$ cat src/rtl/instr_mem_loader_pkg.sv
// Shared pipeline definitions for the instruction-memory loader:
// loader FSM states and the default program terminator word.
package instr_mem_loader_pkg;

    typedef enum logic [2:0] {
        StIdle,
        StRecv,
        StWrite,
        StDone,
        StError
    } loader_state_e;

    localparam logic [31:0] HALT_WORD_DEFAULT = 32'hFFFF_FFFF;

endpackage

$ cat src/rtl/instr_mem_loader_byte_assembler.sv
// Collects received bytes little-endian into a word and flags the byte that completes it.
// o_word is the word including the current byte, so the caller can register it on completion.
module instr_mem_loader_byte_assembler #(
    parameter int unsigned NB_DATA = 32
) (
    input  logic               i_clk,
    input  logic               i_reset,
    input  logic               i_clear,
    input  logic               i_valid,
    input  logic [7:0]         i_data,
    output logic [NB_DATA-1:0] o_word,
    output logic               o_complete
);

    localparam int unsigned NB_BYTES = NB_DATA / 8;
    localparam int unsigned CNT_W    = (NB_BYTES > 1) ? $clog2(NB_BYTES) : 1;
    localparam logic [CNT_W-1:0] LAST_CNT = CNT_W'(NB_BYTES - 1);

    logic [CNT_W-1:0]   cnt_q;
    logic [NB_DATA-1:0] shift_q;

    // New bytes enter at the top, so after NB_BYTES shifts the first byte sits in [7:0].
    assign o_word     = {i_data, shift_q[NB_DATA-1:8]};
    assign o_complete = i_valid && (cnt_q == LAST_CNT);

    always_ff @(posedge i_clk) begin
        if (i_reset || i_clear) begin
            cnt_q   <= '0;
            shift_q <= '0;
        end else if (i_valid) begin
            shift_q <= o_word;
            cnt_q   <= o_complete ? '0 : cnt_q + 1'b1;
        end
    end

endmodule

$ cat src/rtl/instr_mem_loader.sv
// Loads a program received byte-wise into instruction memory, word by word, until
// HALT_WORD is written or the memory is full; holds the PC while a load is in progress.
module instr_mem_loader
    import instr_mem_loader_pkg::*;
#(
    parameter int unsigned        NB_DATA   = 32,
    parameter int unsigned        NB_ADDR   = 10,
    parameter logic [NB_DATA-1:0] HALT_WORD = HALT_WORD_DEFAULT
) (
    input  logic               i_clk,
    input  logic               i_reset,
    input  logic               i_start,
    input  logic [7:0]         i_rx_data,
    input  logic               i_rx_valid,
    output logic               o_imem_we,
    output logic [NB_ADDR-1:0] o_imem_addr,
    output logic [NB_DATA-1:0] o_imem_data,
    output logic               o_pc_write,
    output logic               o_busy,
    output logic               o_done,
    output logic               o_error
);

    localparam logic [NB_ADDR-1:0] LAST_ADDR = {{(NB_ADDR-2){1'b1}}, 2'b00};
    localparam logic [NB_ADDR-1:0] WORD_STEP = NB_ADDR'(4);

    loader_state_e state_q, state_d;

    logic [NB_ADDR-1:0] addr_q, addr_d;
    logic [NB_ADDR-1:0] wr_addr_q, wr_addr_d;
    logic [NB_DATA-1:0] wr_data_q, wr_data_d;
    logic               we_q, we_d;
    logic               pc_write_q, pc_write_d;
    logic               busy_q, busy_d;
    logic               done_q, done_d;
    logic               error_q, error_d;

    logic               asm_clear;
    logic               asm_valid;
    logic [NB_DATA-1:0] asm_word;
    logic               asm_complete;

    instr_mem_loader_byte_assembler #(
        .NB_DATA (NB_DATA)
    ) u_byte_assembler (
        .i_clk      (i_clk),
        .i_reset    (i_reset),
        .i_clear    (asm_clear),
        .i_valid    (asm_valid),
        .i_data     (i_rx_data),
        .o_word     (asm_word),
        .o_complete (asm_complete)
    );

    always_comb begin
        state_d   = state_q;
        addr_d    = addr_q;
        wr_addr_d = wr_addr_q;
        wr_data_d = wr_data_q;
        we_d      = 1'b0;
        done_d    = done_q;
        error_d   = error_q;
        asm_clear = 1'b0;
        asm_valid = 1'b0;

        unique case (state_q)
            StIdle, StDone, StError: begin
                if (i_start) begin
                    state_d   = StRecv;
                    addr_d    = '0;
                    done_d    = 1'b0;
                    error_d   = 1'b0;
                    asm_clear = 1'b1;
                end
            end
            StRecv: begin
                asm_valid = i_rx_valid;
                if (asm_complete) begin
                    state_d   = StWrite;
                    we_d      = 1'b1;
                    wr_addr_d = addr_q;
                    wr_data_d = asm_word;
                end
            end
            StWrite: begin
                // wr_data_q still holds the word being written this cycle.
                if (wr_data_q == HALT_WORD) begin
                    state_d = StDone;
                    done_d  = 1'b1;
                end else if (addr_q == LAST_ADDR) begin
                    state_d = StError;
                    error_d = 1'b1;
                end else begin
                    state_d   = StRecv;
                    addr_d    = addr_q + WORD_STEP;
                    asm_valid = i_rx_valid;
                end
            end
            default: state_d = StIdle;
        endcase

        pc_write_d = (state_d == StIdle) || (state_d == StDone);
        busy_d     = (state_d == StRecv) || (state_d == StWrite);
    end

    always_ff @(posedge i_clk) begin
        if (i_reset) begin
            state_q    <= StIdle;
            addr_q     <= '0;
            wr_addr_q  <= '0;
            wr_data_q  <= '0;
            we_q       <= 1'b0;
            pc_write_q <= 1'b1;
            busy_q     <= 1'b0;
            done_q     <= 1'b0;
            error_q    <= 1'b0;
        end else begin
            state_q    <= state_d;
            addr_q     <= addr_d;
            wr_addr_q  <= wr_addr_d;
            wr_data_q  <= wr_data_d;
            we_q       <= we_d;
            pc_write_q <= pc_write_d;
            busy_q     <= busy_d;
            done_q     <= done_d;
            error_q    <= error_d;
        end
    end

    assign o_imem_we   = we_q;
    assign o_imem_addr = wr_addr_q;
    assign o_imem_data = wr_data_q;
    assign o_pc_write  = pc_write_q;
    assign o_busy      = busy_q;
    assign o_done      = done_q;
    assign o_error     = error_q;

endmodule

$ cat config.mk
export PLATFORM = sky130hd
export DESIGN_NAME = instr_mem_loader
export DESIGN_NICKNAME = d
export VERILOG_FILES = /design/src/rtl/instr_mem_loader_pkg.sv /design/src/rtl/instr_mem_loader_byte_assembler.sv /design/src/rtl/instr_mem_loader.sv
export SDC_FILE = /design/constraint.sdc
export NUM_CORES = 1
export LEC_CHECK = 0
export ABC_CLOCK_PERIOD_IN_PS = 1830
export CORE_ASPECT_RATIO = 1.5
export CORE_MARGIN = 2
export CORE_UTILIZATION = 47
export DETAILED_ROUTE_END_ITERATION = 7
export PLACE_DENSITY = 0.75
export SYNTH_ARGS = -nofsm -noshare
export SYNTH_HDL_FRONTEND = slang
export SYNTH_SLANG_ARGS = --single-unit
export TNS_END_PERCENT = 100
$ cat constraint.sdc
create_clock -name i_clk -period 1.83 [get_ports i_clk]
set_clock_uncertainty 0.1 [all_clocks]
set_input_delay 0.2745 -clock i_clk [delete_from_list [all_inputs] [get_ports i_clk]]
set_output_delay 0.2745 -clock i_clk [all_outputs]
set_load 0.05 [all_outputs]
# --- Word level (Yosys, flattened, before mapping) ---
# Cells that the tools add are included.
word_totals:
  regBits: 94
  input_bits: 12
  out_inout_bits: 47
  elab_cells: 64
op_classes:
  add_sub_neg: 2
  n_eq_ne: 15
  n_mux: 22
  bitwise_logic: 1
  reduce_logical: 13
ops:
  columns: ["op", "count"]
  rows:
  - ["$eq A32 B32 Y1 const B", 1]
  - ["$mux W10", 3]
  - ["$pmux W10 S2", 1]
  - ["$eq A3 B2 Y1 const B", 4]
  - ["$mux W3", 4]
  - ["$add A10 B3 Y10 const B", 1]
  - ["$eq A10 B10 Y1 const B", 1]
  - ["$ne A2 B2 Y1 const B", 5]
  - ["$mux W1", 9]
  - ["$pmux W3 S3", 1]
  - ["$reduce_and A4 Y1", 2]
  - ["$eq A3 B1 Y1 const B", 2]
  - ["$logic_not A3 Y1", 2]
  - ["$pmux W1 S2", 3]
  - ["$eq A3 B3 Y1 const B", 1]
  - ["$logic_or A1 B1 Y1", 3]
  - ["$reduce_and A3 Y1", 1]
  - ["$reduce_or A3 Y1", 1]
  - ["$add A2 B1 Y2 const B", 1]
  - ["$eq A2 B2 Y1 const B", 1]
  - ["$mux W2", 1]
  - ["$reduce_and A2 Y1", 1]
  - ["$reduce_bool A2 Y1", 1]
  - ["$reduce_or A2 Y1", 1]
  - ["other kinds (2)", 2]

# --- Logic depth before layout (Yosys ltp) ---
depth:
  word_depth: 9
  depth_mapped: 7
  mapped_depth_nobuf: 6

# --- By module ---
# Synthesis repeated with hierarchy kept, for this count alone.
unflattened:
  hier_cells: 391
  area_unflattened_um2: 3417.0
by_module_without_submodules:
  columns: ["module", "instances", "cells_each", "area_each_um2", "seq_area_each_um2"]
  rows:
  - ["instr_mem_loader", 1, 295, 2406.1, 1121.1]
  - ["instr_mem_loader_byte_assembler", 1, 96, 1011.0, 520.5]

# --- Worst setup path after synthesis ---
# Ideal clock, no wire load.
synth_timing:
  kind: "register -> register"
  startpoint: "reg wr_data_q[23], in the netlist o_imem_data[23]"
  endpoint: "reg u_byte_assembler.shift_q[20]"
  setup_ns: 0.072
  arrival_ns: 2.051
  setup_slack_ns: -0.393
  stages_incl_launch_ff: 7
  n_path_buf: 1
  period_less_slack_ns: 2.223
  cell_sequence: "dfxtp_1 -> nand4_1 -> nor4_4 -> a21oi_2 -> o21ai_4 -> buf_12 -> mux2i_1"
synth_between:
  elab_chain_len: 3
synth_lines:
  columns: ["element", "line", "source"]
  rows:
  - ["start, declared", "instr_mem_loader.sv:31", "logic [NB_DATA-1:0] wr_data_q, wr_data_d;"]
  - ["start signal, assigned", "instr_mem_loader.sv:121", "wr_data_q <= wr_data_d;"]
  - ["$eq A32 B32 Y1", "instr_mem_loader.sv:87", "if (wr_data_q == HALT_WORD) begin"]
  - ["$mux W1", "instr_mem_loader.sv:87", null]
  - ["$pmux W1 S2", "instr_mem_loader.sv:66", "unique case (state_q)"]
  - ["end signal, assigned", "instr_mem_loader_byte_assembler.sv:31", "shift_q <= o_word;"]
  - ["end, declared", "instr_mem_loader_byte_assembler.sv:20", "logic [NB_DATA-1:0] shift_q;"]
# No other way between the ends.
# A chain may end at the register's enable or synchronous reset.

# --- Final worst setup path ---
layout_timing:
  startpoint: "reg wr_data_q[21], in the netlist o_imem_data[21]"
  endpoint: "reg u_byte_assembler.shift_q[12]"
# Same word-level chain as after synthesis.

==> results.txt <==
status: complete, no violations
Post-Route Setup TNS: 0 ps
DRT Pass-1 Iters: 4
Tcrit/Tclk final: 99.1%
CP startpoint kind: register
CTS sink cnt: 82
# rows: 37
initial antenna violation count: 0
final WL: 7870 um
top cell type by total area after synthesis: dfxtp_1
Finished Layout Cells: 549
remaining antenna violation count after routing: 0
crit path max fanout: 8
via/cell ratio: 5.42
Fillers: 597
PwrDens: 743 mW/mm^2
Final Hold Fails: 0
syn_area_per_cell: 8.64 sq um
vias in the first global route: 2745
Die Area: 0.00776 sq mm
Worst R2R Start: o_imem_data[21]
flops & latches, synth: 82
largest net degree at the start of global routing: 36
top post-synthesis cells by area: dfxtp_1 (49%), nand2_1 (14%), mux2i_1 (7.8%)
fin nets: 481
async set-reset flop share out of synthesis: 0%
leakage power: 1.81 nW
top-area cell type share of the netlist area: 49.5%
ratio of cells with drive above 1 in the final layout: 31.6%
Die H: 107 um
Slew Limit Fails: 0
Syn Std Cell Area: 0.00332 sq mm
Post-Synthesis Cells: 384
global route total overflow: 0
Clock Latency Late Sink: 360 ps
sequential fraction of the synthesis area: 49.5%
Detailed Route Iter0 Violations: 149
RD Place Congestion: 0.874
Inserted Clock Buffers: 9
All-Layer GR Usage: 20.8%
first-pass GRT wire length: 12600 um
fin crit period: 1810 ps
boundary pin count: 59
Longest Clk Path Bufs: 2
Initial Util: 48.4%
WP data required: 2020 ps
GR peak layer: met2
unrepaired setup endpoints after global routing: true
internal power: 2.52 mW
Register Area: 0.00174 sq mm
Synth Flop Type: dfxtp_1
Sequential Power Share: 53.9%
Yosys cell types: 46
Multi-input gate area: 0.00161 sq mm
worst setup path class: register to register
reg2reg setup slack: 20 ps
ANT cells: 0
hold crit path type: input port to register
core area: 0.00685 sq mm
Sw Share: 23.3%
CTS tree: done
Setup crit end: u_byte_assembler.shift_q[12]
met3 Use GR: 4.70%
root buffer cell: clkbuf_8
reg2reg path depth: 6
final setup violation count: 0
net switching power: 0.764 mW
Logic pwr share: 6.8%
Post-synth EDFFs: 0
max cap viols: 0
HPWL after detailed placement: 5430 um
via count: 2976
Synth-to-Final Area Change: 33.1%
clock-pin slew on the worst setup and hold paths: 80 ps
Placed Instances: 525
grt met1 use: 25.4%
Die Wd: 72.6 um
peak supply drop: 0.000444 V
per-cell routed wire length: 14.3 um
Yosys warnings: 0
crit path launch: o_imem_data[21]
I/O Buffers: 56
Critical Path AT: 2000 ps
# DRC: 0
Setup crit end kind: register
Clock Power Share: 39.3%
GR Layer Usage met2: 34.0%
Max Clk Rate: 0.551 GHz
RR Endpoint: u_byte_assembler.shift_q[12]
H-tree Lvls: 3
[worst min-delay path by stage]
stage | from | endpoint | slack (ps) | cells after the start
2_1_floorplan | i_reset | o_pc_write | 280 | 1
3_3_place_gp | u_byte_assembler.shift_q[26] | o_imem_data[18] | 330 | 2
3_5_place_dp | u_byte_assembler.shift_q[25] | o_imem_data[17] | 340 | 2
4_1_cts | i_reset | addr_q[3] | 50 | 2
5_1_grt | i_reset | addr_q[2] | 70 | 2
6_report | i_reset | addr_q[3] | 90 | 2
[final cells by class]
cell class,count,share of cell area [%]
multi-input cells,280,36.5
well taps,78,2.21
flip-flops and latches,82,39.5
repair buffers,92,17.3
clock buffers,11,3.20
inverters,1,0.0850
clock inverters,5,1.22
[routing by layer]
layer	vias up	part of all wire, %
li1	1483	-
met1	1408	42
met2	71	51
met3	14	4.2
met4	0	2.5
met5	-	0
[Yosys cell counts (2+ instances only)]
cell and n:
or3_1 2, nor4_4 2, mux2i_1 26, nor2_1 8, nor2b_1 2, nand2_1 123, and3_1 4, a21oi_1 51
dfxtp_1 82, a211o_1 2, nand3_1 7, nand2b_1 2, or4_1 4, buf_4 2, nand4_1 10, ha_1 3
a31oi_1 2, o31ai_1 4, clkbuf_1 13, buf_2 7, o21ai_1 3
[critical path: stages (launching register included)]
cell and delay [ps]:
dfxtp_4 350, nand4_1 210, nor4_4 370, a21oi_2 130
o21ai_4 210, clkbuf_16 200, mux2i_1 170
[layout by cell type (no fill, tap or decap), types with 6 or more instances in the layout]
| cell type | n |
|---|---|
| nand3_1 | 6 |
| clkdlybuf4s50_1 | 10 |
| buf_4 | 76 |
| a21oi_1 | 49 |
| nand2_1 | 121 |
| nand4_1 | 10 |
| mux2i_1 | 26 |
| dfxtp_1 | 49 |
| clkbuf_8 | 10 |
| dfxtp_4 | 24 |
| nor2_1 | 8 |
| dfxtp_2 | 9 |
[power groups by stage]
| stage | Combinational [mW] | Sequential [mW] | Clock (mW) |
|---|---|---|---|
| after detailed placement | 0.206 | 1.81 | 0 |
| after CTS | 0.207 | 1.77 | 1.32 |
| after global routing | 0.239 | 1.77 | 1.40 |
| final | 0.223 | 1.77 | 1.29 |
| after floorplan | 0.111 | 1.82 | 0 |
| after global placement | 0.205 | 1.81 | 0 |
[repair_timing]
| action | in CTS | in global routing |
|---|---|---|
| setup endpoints to repair | 3 | 67 |
| hold endpoints to repair | 0 | 0 |
| hold buffers | 0 | 0 |
| pin swaps | 1 | 14 |
| buffers inserted | 1 | 5 |
| cloned | 0 | 2 |
| resized for setup | 0 | 15 |
[flip-flops by register name, summed over array words and instances, names as in the netlist, 2 cells and up]
| signal | count |
|---|---|
| o_imem_addr | 8 |
| state_q | 3 |
| o_imem_data | 32 |
| u_byte_assembler.shift_q | 24 |
| u_byte_assembler.cnt_q | 2 |
| addr_q | 8 |
[through the flow]
| step | cell area, sq um | util [%] | total power [mW] | worst slack (ps) | hold WS [ps] |
|---|---|---|---|---|---|
| global placement | 4090 | 59.7 | 2.01 | -236 | 333 |
| global route | 4420 | 64.5 | 3.41 | -82.5 | 72.4 |
| CTS | 4290 | 62.6 | 3.29 | 1.74 | 54.9 |
| finish | 4420 | 64.5 | 3.28 | 16.1 | 85.4 |
| detailed placement | 4090 | 59.7 | 2.02 | -264 | 339 |
| floorplan | 3420 | - | 1.93 | -131 | 278 |
[cells by family (layout without fill, tap and decap cells)]
family | after synthesis | count (layout) | share of synthesized area, %
mux | 26 | 26 | 7.84
simple gates | 177 | 178 | 25.5
flops | 82 | 82 | 49.5
fa+ha+maj | 3 | 3 | 1.13
buf+inv | 24 | 109 | 3.69
other cells | 1 | 2 | 0.113
compound gates | 71 | 71 | 12.3
(Power assumes the default switching activity.)
